**src/rtl/lsu_bus_master.sv**
```systemverilog
// -----------------------------------------------------------------------------
// lsu_bus_master
//   Data-side load/store unit. Converts one load or store from the execute
//   stage into a single valid/ready transaction on the data-memory bus,
//   handles byte/half/word lanes and load sign/zero extension, freezes the
//   pipeline until the access completes, and flags misaligned accesses,
//   illegal funct3 encodings and bus timeouts.
//
// Parameters
//   TIMEOUT_CYC    cycles allowed in REQ+WAIT before the access is aborted;
//                  0 disables the timeout
//
// Ports
//   clk, rst_n     clock (rising edge), asynchronous active-low reset
//   read_en        load request (held by the controller while stall=1)
//   write_en       store request (held by the controller while stall=1)
//   funct3         000 B, 001 H, 010 W, 100 BU, 101 HU
//   addr, wdata    byte address and store data from execute
//   rdata          extended load result, held until the next load completes
//   stall          1 = freeze PC and pipeline registers
//   exc_pulse      one-cycle exception strobe
//   exc_cause      01 misaligned, 10 illegal funct3, 11 bus timeout
//   mem_req_*      request channel (valid/ready, we, word address, data, strobes)
//   mem_rsp_*      read response channel
// -----------------------------------------------------------------------------
module lsu_bus_master #(
  parameter int unsigned TIMEOUT_CYC = 255
) (
  input  logic        clk,
  input  logic        rst_n,
  input  logic        read_en,
  input  logic        write_en,
  input  logic [2:0]  funct3,
  input  logic [31:0] addr,
  input  logic [31:0] wdata,
  output logic [31:0] rdata,
  output logic        stall,
  output logic        exc_pulse,
  output logic [1:0]  exc_cause,
  output logic        mem_req_valid,
  input  logic        mem_req_ready,
  output logic        mem_we,
  output logic [31:0] mem_addr,
  output logic [31:0] mem_wdata,
  output logic [3:0]  mem_wstrb,
  input  logic        mem_rsp_valid,
  input  logic [31:0] mem_rsp_data
);

  typedef enum logic [1:0] {
    S_IDLE = 2'b00,
    S_REQ  = 2'b01,
    S_WAIT = 2'b10,
    S_DONE = 2'b11
  } state_t;

  // The counter can run one step past the limit (handshake exactly at the
  // limit, then one WAIT cycle), so it needs room for TIMEOUT_CYC+2.
  localparam int unsigned     CNT_W      = $clog2(TIMEOUT_CYC + 3);
  localparam logic [CNT_W-1:0] CNT_LIMIT = CNT_W'(TIMEOUT_CYC);
  localparam logic [CNT_W-1:0] CNT_ONE   = CNT_W'(1);
  localparam bit              TIMEOUT_EN = (TIMEOUT_CYC != 32'd0);

  // Size encoding legality; BU/HU exist only for loads.
  function automatic logic f3_legal(input logic is_store, input logic [2:0] f3);
    logic ok;
    case (f3)
      3'b000, 3'b001, 3'b010: ok = 1'b1;
      3'b100, 3'b101:         ok = ~is_store;
      default:                ok = 1'b0;
    endcase
    return ok;
  endfunction

  // Natural alignment for the access size held in f3[1:0].
  function automatic logic addr_aligned(input logic [2:0] f3, input logic [1:0] a);
    logic ok;
    case (f3[1:0])
      2'b01:   ok = ~a[0];
      2'b10:   ok = (a == 2'b00);
      default: ok = 1'b1;
    endcase
    return ok;
  endfunction

  // Byte enables for a store of the given size at the given byte offset.
  function automatic logic [3:0] lane_strb(input logic [2:0] f3, input logic [1:0] a);
    logic [3:0] s;
    case (f3[1:0])
      2'b00:   s = 4'b0001 << a;
      2'b01:   s = 4'b0011 << {a[1], 1'b0};
      default: s = 4'b1111;
    endcase
    return s;
  endfunction

  // Store data replicated across all lanes so any strobe pattern sees it.
  function automatic logic [31:0] lane_wdata(input logic [2:0] f3, input logic [31:0] wd);
    logic [31:0] d;
    case (f3[1:0])
      2'b00:   d = {4{wd[7:0]}};
      2'b01:   d = {2{wd[15:0]}};
      default: d = wd;
    endcase
    return d;
  endfunction

  // Pick the addressed lane out of the read word and extend it.
  function automatic logic [31:0] load_extend(input logic [2:0] f3, input logic [1:0] off,
                                              input logic [31:0] word);
    logic [7:0]  b;
    logic [15:0] h;
    logic [31:0] r;
    case (off)
      2'b00:   b = word[7:0];
      2'b01:   b = word[15:8];
      2'b10:   b = word[23:16];
      default: b = word[31:24];
    endcase
    h = off[1] ? word[31:16] : word[15:0];
    case (f3)
      3'b000:  r = {{24{b[7]}}, b};
      3'b100:  r = {24'd0, b};
      3'b001:  r = {{16{h[15]}}, h};
      3'b101:  r = {16'd0, h};
      default: r = word;
    endcase
    return r;
  endfunction

  state_t           state_r;
  state_t           state_s;
  logic [CNT_W-1:0] cnt_r;
  logic [CNT_W-1:0] cnt_inc_s;
  logic [2:0]       f3_r;
  logic [1:0]       off_r;
  logic             req_s;
  logic             is_store_s;
  logic             start_s;
  logic             exc_s;
  logic [1:0]       cause_s;
  logic             to_hit_s;
  logic             timeout_s;

  assign req_s      = write_en | read_en;
  assign is_store_s = write_en;                 // a store wins when both are set
  assign cnt_inc_s  = cnt_r + CNT_ONE;
  assign to_hit_s   = TIMEOUT_EN && (cnt_inc_s >= CNT_LIMIT);

  // Next-state, request acceptance and exception decode.
  always_comb begin
    state_s   = state_r;
    start_s   = 1'b0;
    exc_s     = 1'b0;
    cause_s   = 2'b00;
    timeout_s = 1'b0;
    case (state_r)
      S_IDLE: begin
        if (!req_s) begin
          state_s = S_IDLE;
        end else if (!f3_legal(is_store_s, funct3)) begin
          exc_s   = 1'b1;
          cause_s = 2'b10;
        end else if (!addr_aligned(funct3, addr[1:0])) begin
          exc_s   = 1'b1;
          cause_s = 2'b01;
        end else begin
          start_s = 1'b1;
          state_s = S_REQ;
        end
      end
      S_REQ: begin
        if (mem_req_ready) begin
          state_s = mem_we ? S_DONE : S_WAIT;
        end else if (to_hit_s) begin
          timeout_s = 1'b1;
          exc_s     = 1'b1;
          cause_s   = 2'b11;
          state_s   = S_DONE;
        end else begin
          state_s = S_REQ;
        end
      end
      S_WAIT: begin
        if (mem_rsp_valid) begin
          state_s = S_DONE;
        end else if (to_hit_s) begin
          timeout_s = 1'b1;
          exc_s     = 1'b1;
          cause_s   = 2'b11;
          state_s   = S_DONE;
        end else begin
          state_s = S_WAIT;
        end
      end
      S_DONE: begin
        // The same instruction is still presented; let it retire.
        state_s = S_IDLE;
      end
      default: begin
        state_s = S_IDLE;
      end
    endcase
  end

  // Stall and exception are combinational so the pipeline reacts in the
  // request cycle; reset forces them low even while enables are still high.
  assign stall         = rst_n & (start_s | (state_r == S_REQ) | (state_r == S_WAIT));
  assign exc_pulse     = rst_n & exc_s;
  assign exc_cause     = exc_pulse ? cause_s : 2'b00;
  assign mem_req_valid = (state_r == S_REQ);

  // FSM state register.
  always_ff @(posedge clk or negedge rst_n) begin
    if (!rst_n) begin
      state_r <= S_IDLE;
    end else begin
      state_r <= state_s;
    end
  end

  // Request fields captured once at acceptance and held through the access.
  always_ff @(posedge clk or negedge rst_n) begin
    if (!rst_n) begin
      mem_addr  <= 32'd0;
      mem_we    <= 1'b0;
      mem_wdata <= 32'd0;
      mem_wstrb <= 4'd0;
      f3_r      <= 3'd0;
      off_r     <= 2'd0;
    end else if (start_s) begin
      mem_addr  <= {addr[31:2], 2'b00};
      mem_we    <= is_store_s;
      mem_wdata <= is_store_s ? lane_wdata(funct3, wdata) : 32'd0;
      mem_wstrb <= is_store_s ? lane_strb(funct3, addr[1:0]) : 4'd0;
      f3_r      <= funct3;
      off_r     <= addr[1:0];
    end
  end

  // Timeout counter: cleared on acceptance, counts every REQ/WAIT cycle.
  always_ff @(posedge clk or negedge rst_n) begin
    if (!rst_n) begin
      cnt_r <= '0;
    end else if (start_s) begin
      cnt_r <= '0;
    end else if ((state_r == S_REQ) || (state_r == S_WAIT)) begin
      cnt_r <= cnt_inc_s;
    end
  end

  // Load result register; an aborted access leaves zero behind.
  always_ff @(posedge clk or negedge rst_n) begin
    if (!rst_n) begin
      rdata <= 32'd0;
    end else if (timeout_s) begin
      rdata <= 32'd0;
    end else if ((state_r == S_WAIT) && mem_rsp_valid) begin
      rdata <= load_extend(f3_r, off_r, mem_rsp_data);
    end
  end

endmodule

```
**config.mk**
```make
export PLATFORM = sky130hd
export DESIGN_NAME = lsu_bus_master
export DESIGN_NICKNAME = d
export VERILOG_FILES = /design/src/rtl/lsu_bus_master.sv
export SDC_FILE = /design/constraint.sdc
export NUM_CORES = 1
export LEC_CHECK = 0
export ABC_CLOCK_PERIOD_IN_PS = 2200
export CAP_MARGIN = 10
export CORE_UTILIZATION = 40
export CTS_CLUSTER_SIZE = 20
export DETAILED_ROUTE_END_ITERATION = 7
export GPL_TIMING_DRIVEN = 0
export HOLD_SLACK_MARGIN = 0.03
export PLACE_DENSITY = 0.72
export SLEW_MARGIN = 20
export SYNTH_ARGS = -nofsm -noshare
export SYNTH_HDL_FRONTEND = slang
export SYNTH_SLANG_ARGS = --single-unit
```
**constraint.sdc**
```tcl
create_clock -name clk -period 2.2 [get_ports clk]
set_input_delay 0.22 -clock clk [delete_from_list [all_inputs] [get_ports clk]]
set_output_delay 0.22 -clock clk [all_outputs]
set_load 0.05 [all_outputs]
```
* Word level (Yosys, flattened, before mapping)
Index checks and enable logic that the tools add are counted.
** Word-level totals
- Input port bits :: 105
- Output and inout bits :: 106
- Register bits after elaboration :: 115
** Operators by class
- $add $sub $neg :: 1
- Magnitude comparators :: 1
- Shifts and indexed selects :: 2
- Equality and inequality tests :: 16
- Bitwise logic cells :: 7
- Reduce and logical (&&, ||, !) cells :: 13
- Mux-type cells :: 47
** Operators by type and width (count)
- 32-bit one-hot mux with 4 select lines :: 1
- 32-bit two-way mux :: 3
- 32-bit one-hot mux with 2 select lines :: 1
- 8-bit one-hot mux with 3 select lines :: 1
- 2-bit two-way mux :: 11
- 1-bit two-way mux :: 19
- 9-bit two-way mux :: 2
- 16-bit two-way mux :: 1
- 3-bit == test (second input constant) :: 4
- 9-bit by 1-bit adder with 9-bit output (second input constant) :: 1
- 9-bit by 8-bit >= comparator with 1-bit output (second input constant) :: 1
- 2-bit == test (second input constant) :: 4
- 2-bit zero test :: 4
- 2-bit one-hot mux with 4 select lines :: 1
- 4-bit one-hot mux with 2 select lines :: 1
- 2-bit by 1-bit == test with 1-bit output (second input constant) :: 3
- 3-bit by 1-bit == test with 1-bit output (second input constant) :: 2
- 3-bit zero test :: 2
- 3-bit inequality test (second input constant) :: 2
- 1-bit one-hot mux with 2 select lines :: 3
- 2-bit one-hot mux with 3 select lines :: 1
- 4-bit two-way mux :: 1
- 2-bit nonzero test :: 2
- 1-bit by 2-bit left shift with 4-bit output (first input constant) :: 1
- 11 further kinds :: 15

* Depth between registers and ports, before layout
Gate-level depths: netlist (run 1).
- Depth after elaboration :: 15
- Mapped depth :: 10
- Mapped depth without buffers :: 7

* Worst setup path after synthesis (run 1)
Ideal clock, no wire load.
- Path type :: register to output
- From :: reg cnt_r[0]
- To :: out exc_pulse
- Path buffers :: 0
- Data arrival time :: 2.207 ns
- Stages on the path, launching flop included :: 8
- Path slack :: -0.227 ns
- Path through :: dfrtp_1 inv_1 ha_1 nor2_1 o22ai_1 o311ai_2 nand2_1 a21oi_1
** On the way
- Cells in the longest elaborated chain, start to end :: 6
- Elaborated cells on any way between the ends :: 7
** RTL lines
- start, declared :: line 133 : logic [CNT_W-1:0] cnt_r;
- start signal, assigned :: line 248 : cnt_r <= cnt_inc_s;
- 9-bit by 1-bit adder with 9-bit output * :: line 147 : assign cnt_inc_s = cnt_r + CNT_ONE;
- 9-bit by 8-bit >= comparator with 1-bit output * :: line 148 : assign to_hit_s = TIMEOUT_EN && (cnt_inc_s >= CNT_LIMIT);
- 1-bit two-way mux * :: line 175, 187
- 1-bit two-way mux (on tied branches) :: line 185, 173
- 1-bit one-hot mux with 3 select lines * :: line 157 : case (state_r)
- 1-bit AND * :: line 209 : assign exc_pulse = rst_n & exc_s;
- end, declared :: line 38 : output logic exc_pulse,
Mark *: on every way between the ends. The rest lies on a longest branch, timed or not.

* Final worst setup path (run 1)
- From :: reg cnt_r[1]
- To :: out exc_pulse
Same word-level chain as after synthesis.

==> qor.csv, run 1 <==
stage,metric,value,unit
logic_synthesis,"area leader, netlist",dfrtp_1,
critical_path,startpoint types,flop,
floorplanning,die span in y,123,µm
status,failing checks,"hold timing, setup timing",
critical_path,WP data arrival,2.21,ns
floorplanning,Rows,43,
floorplanning,top-level I/O count,211,
route,uppermost routed layer,met4,
power,VDD IR-drop max,989,µV
clock_network,clk root buf,clkbuf_16,
route,per-cell routed wire length,17.7,µm
critical_path,CP required,1.98,ns
power,Clk pwr share,18.8,%
critical_path,crit end category,primary output,
timing,min cycle time layout,2.43,ns
power,Combinational Power Share,55.6,%
job,Max Cap Violations,0,
status,status,finished with violations,
final_layout,FF+latch area,0.00288,mm²
floorplanning,die area,0.0152,mm²
route,drt first pass iters,6,
grt,Congestion Overflow GR,0,
logic_synthesis,"Primary FF master, synth",dfrtp_1,
timing,Hold WS,-0.300,ns
logic_synthesis,synth top area cells,"dfrtp_1 (49%), nand2_1 (7.7%), mux2_4 (7.7%)",
worst_hold_path,worst hold path class,input pin to async pin,
timing,Worst-Margin Slew,0.552,ns
clock_network,H-tree Lvls,4,
logic_synthesis,Synth cell types,49,
critical_path,Worst R2R Start,cnt_r[1]$_DFFE_PN0P_,
placement,Placed Instances,985,
route,Routed met3 length,1.41,mm
clock_network,# clock sinks,115,
grt,first-pass GRT wire length,27.8,mm
logic_synthesis,Syn Area/Cell,9.89,µm²
final_layout,P&R area growth vs syn,54.2,%
logic_synthesis,cell count after synthesis,595,
route,WL final,18.2,mm
timing,final setup TNS,-0.651,ns
route,1st-iter DRT viols,348,
final_layout,footprint of the multi-input gates,0.00286,mm²
placement,gpl congestion,0.851,
timing,clk_skew,0.00575,ns
timing,maximum clock rate,411,MHz
critical_path,worst-path maximum fanout,4,
final_layout,ratio of cells with drive above 1 in the final layout,16.4,%
power,Leak Pwr,4.00,nW
critical_path,Worst Setup SP,cnt_r[1]$_DFFE_PN0P_,
logic_synthesis,sequential share of the synthesized area,48.9,%
placement,dpl hpwl,13.0,mm
final_layout,fin nets,949,
power,sequential power share,25.6,%
clock_network,CTS tree,yes,
floorplanning,initial core utilization,41.7,%
timing,Final Hold Viols,36,
timing,final worst-path cycle share,110,%
timing,final worst slack,-0.231,ns
critical_path,CP dominant cell by count,a21oi_2,
power,Pint,7.86,mW
route,post-DR vias/cell,5.38,
grt,Tot GR Track Use,23.8,%
route,drt drc,0,
timing,Max Slew Vio Count,0,
timing,RSZ-0062 raised after global routing,yes,
route,post-route antenna net violation count,0,
critical_path,Slowest Stage Delay on Critical Path,0.46,ns
clock_network,clock latency on the worst-skew pair,0.41,ns
final_layout,"non-filler cells, final",1025,
clock_network,TritonCTS Buffers,17,
timing,relative slew slack,63.1,%
final_layout,"most common cell after layout, fill and taps aside",clkdlybuf4s50_1,
route,DR vias,5515,
final_layout,"leading cell types in the layout, fill and taps excluded","clkdlybuf4s50_1 (200), nand2_1 (120), dfrtp_1 (113)",
floorplanning,Die X,123,µm
route,Met1 Wirelength,7.44,mm
critical_path,Setup CP Type,flop to primary output,
grt,initial antenna violation count,1,
clock_network,clock buffer depth,2,
placement,IO buf count,208,
logic_synthesis,Syn Std Cell Area,0.00588,mm²
logic_synthesis,post-synth top area share,48.9,%
clock_network,clk slew on worst S/H paths,0.05,ns
timing,setup violators final,3,
floorplanning,Core ar.,0.0141,mm²
logic_synthesis,total number of yosys warnings,0,
logic_synthesis,post-synthesis async set-or-reset flop share,100,%
logic_synthesis,Post-synth EDFFs,0,
grt,largest net degree at the start of global routing,82,
power,switch share,45.8,%
route,metal2 WL,9.00,mm
logic_synthesis,synthesis-stage register bit count,115,
critical_path,critical path cell sequence,ha_4 > a21oi_2 > o22ai_4 > o311ai_4 > nand2_2 > a21oi_2 > buf_6,
final_layout,fillers,1143,
critical_path,CP max stage cell,dfrtp_2,
power,Net Switching,6.64,mW
grt,vias in the first global route,5463,
power,power per cell area,1600,mW/mm²
[synthesized netlist by cell type (all sizes together), types with 2 or more instances]
cell    number
nand2      121
xnor2        3
inv         12
and3         2
and2         2
clkbuf      25
a31oi       16
a22o         8
a21oi       26
nand3b       7
mux2        42
nor2        27
nand3       26
ha           9
nor3        11
xor2         7
a221oi       6
o21ai       57
a21o         2
buf         18
nand4        3
a211o        2
nand2b       7
a211oi       2
dfrtp      115
or2          6
o22ai        4
a22oi        8
mux2i        9
[cell type report]
cell class / count / share of cell area [%]
Sequential cell: 115 / 31.7
Multi-Input combinational cell: 426 / 31.5
Timing Repair Buffer: 221 / 24.5
Clock buffer: 22 / 5.23
Buffer: 42 / 2.88
Tap cell: 180 / 2.48
Clock inverter: 6 / 1.16
Inverter: 12 / 0.496
Antenna cell: 1 / 0.0276
[kinds of logic (layout without fill, tap and decap cells)]
family                     count (synthesis)  in the layout  synth area share [%]
muxes                                     52             52                  11.9
DFF                                      115            115                  48.9
other                                      1              3                0.0637
xor gates and xnor gates                  10             10                  1.49
adders and majority gates                  9              9                  1.91
and+or+nand+nor                          215            215                  16.6
buffers and inverters                     55            303                  4.91
AOI/OAI and AO/OA                        138            138                  14.3
[sequential cells by signal (all words and copies together) (netlist names), named ones only]
| register | cells |
|---|---|
| state_r | 1 |
| mem_wdata | 32 |
| rdata | 32 |
| cnt_r | 9 |
| f3_r | 3 |
| mem_we | 1 |
| mem_addr | 30 |
| off_r | 2 |
| mem_wstrb | 4 |
[power by group through the flow]
stage	clock network, mW	logic (mW)	registers [mW]
2_1_floorplan	0	2.22	6.58
3_3_place_gp	0	7.65	3.66
3_5_place_dp	0	7.74	3.72
4_1_cts	2.76	7.94	3.70
5_1_grt	2.88	8.48	3.82
6_report	2.73	8.06	3.72
[through the flow]
| step | instance area, µm² | utilization, % | setup slack (ns) | power [mW] |
|---|---|---|---|---|
| after floorplan | 5890 | - | -0.227 | 8.81 |
| after global placement | 8200 | 58.1 | -4.01 | 11.3 |
| after detailed placement | 8220 | 58.3 | -1.02 | 11.5 |
| after CTS | 8940 | 63.4 | -0.224 | 14.4 |
| after global routing | 9070 | 64.4 | -0.300 | 15.2 |
| final | 9070 | 64.4 | -0.231 | 14.5 |
[per-layer routing]
layer  up-vias  GRT usage [%]
li1       2554              -
met1      2666           30.1
met2       268           39.6
met3        27           6.83
met4         0           6.85
met5         -              0
[critical path: cells and delay by family, from the launching register on]
kind            cells  cell delay, ns
compound gates      4            0.79
flops               1            0.46
fa+ha+maj           1            0.21
buf+inv             1            0.18
simple gates        1            0.16
[what timing repair did]
item                                   4_1_cts  5_1_grt
pin swaps                                   10        9
cloned                                       0        1
setup endpoints to repair                   11       45
endpoints found under the hold margin       36       36
buffers inserted                             6        5
resized for setup                           49       22
[final timing paths]
path	to	slack, ns	depth (start not counted)
setup reg to reg	rdata[30]$_DFFE_PN0P_	0	10
min in group clk	f3_r[1]$_DFFE_PN0P_	0.33	4
hold / removal	mem_addr[11]$_DFFE_PN0P_	-0.30	1
setup / recovery	exc_pulse	-0.23	7
max in group asynchronous	cnt_r[1]$_DFFE_PN0P_	1.78	2
hold reg to reg	mem_wdata[21]$_DFFE_PN0P_	0.48	2
No activity file was read; power rests on OpenSTA's default activity.
==> run 2, diff against run 1 <==
--- a/config.mk
+++ b/config.mk
@@ -11,7 +11,6 @@
 export CTS_CLUSTER_SIZE = 20
 export DETAILED_ROUTE_END_ITERATION = 7
 export GPL_TIMING_DRIVEN = 0
-export HOLD_SLACK_MARGIN = 0.03
 export PLACE_DENSITY = 0.72
 export SLEW_MARGIN = 20
 export SYNTH_ARGS = -nofsm -noshare
==> results of run 2 <==
Same layout as run 1: the final DEF is identical, and so are final timing and power.
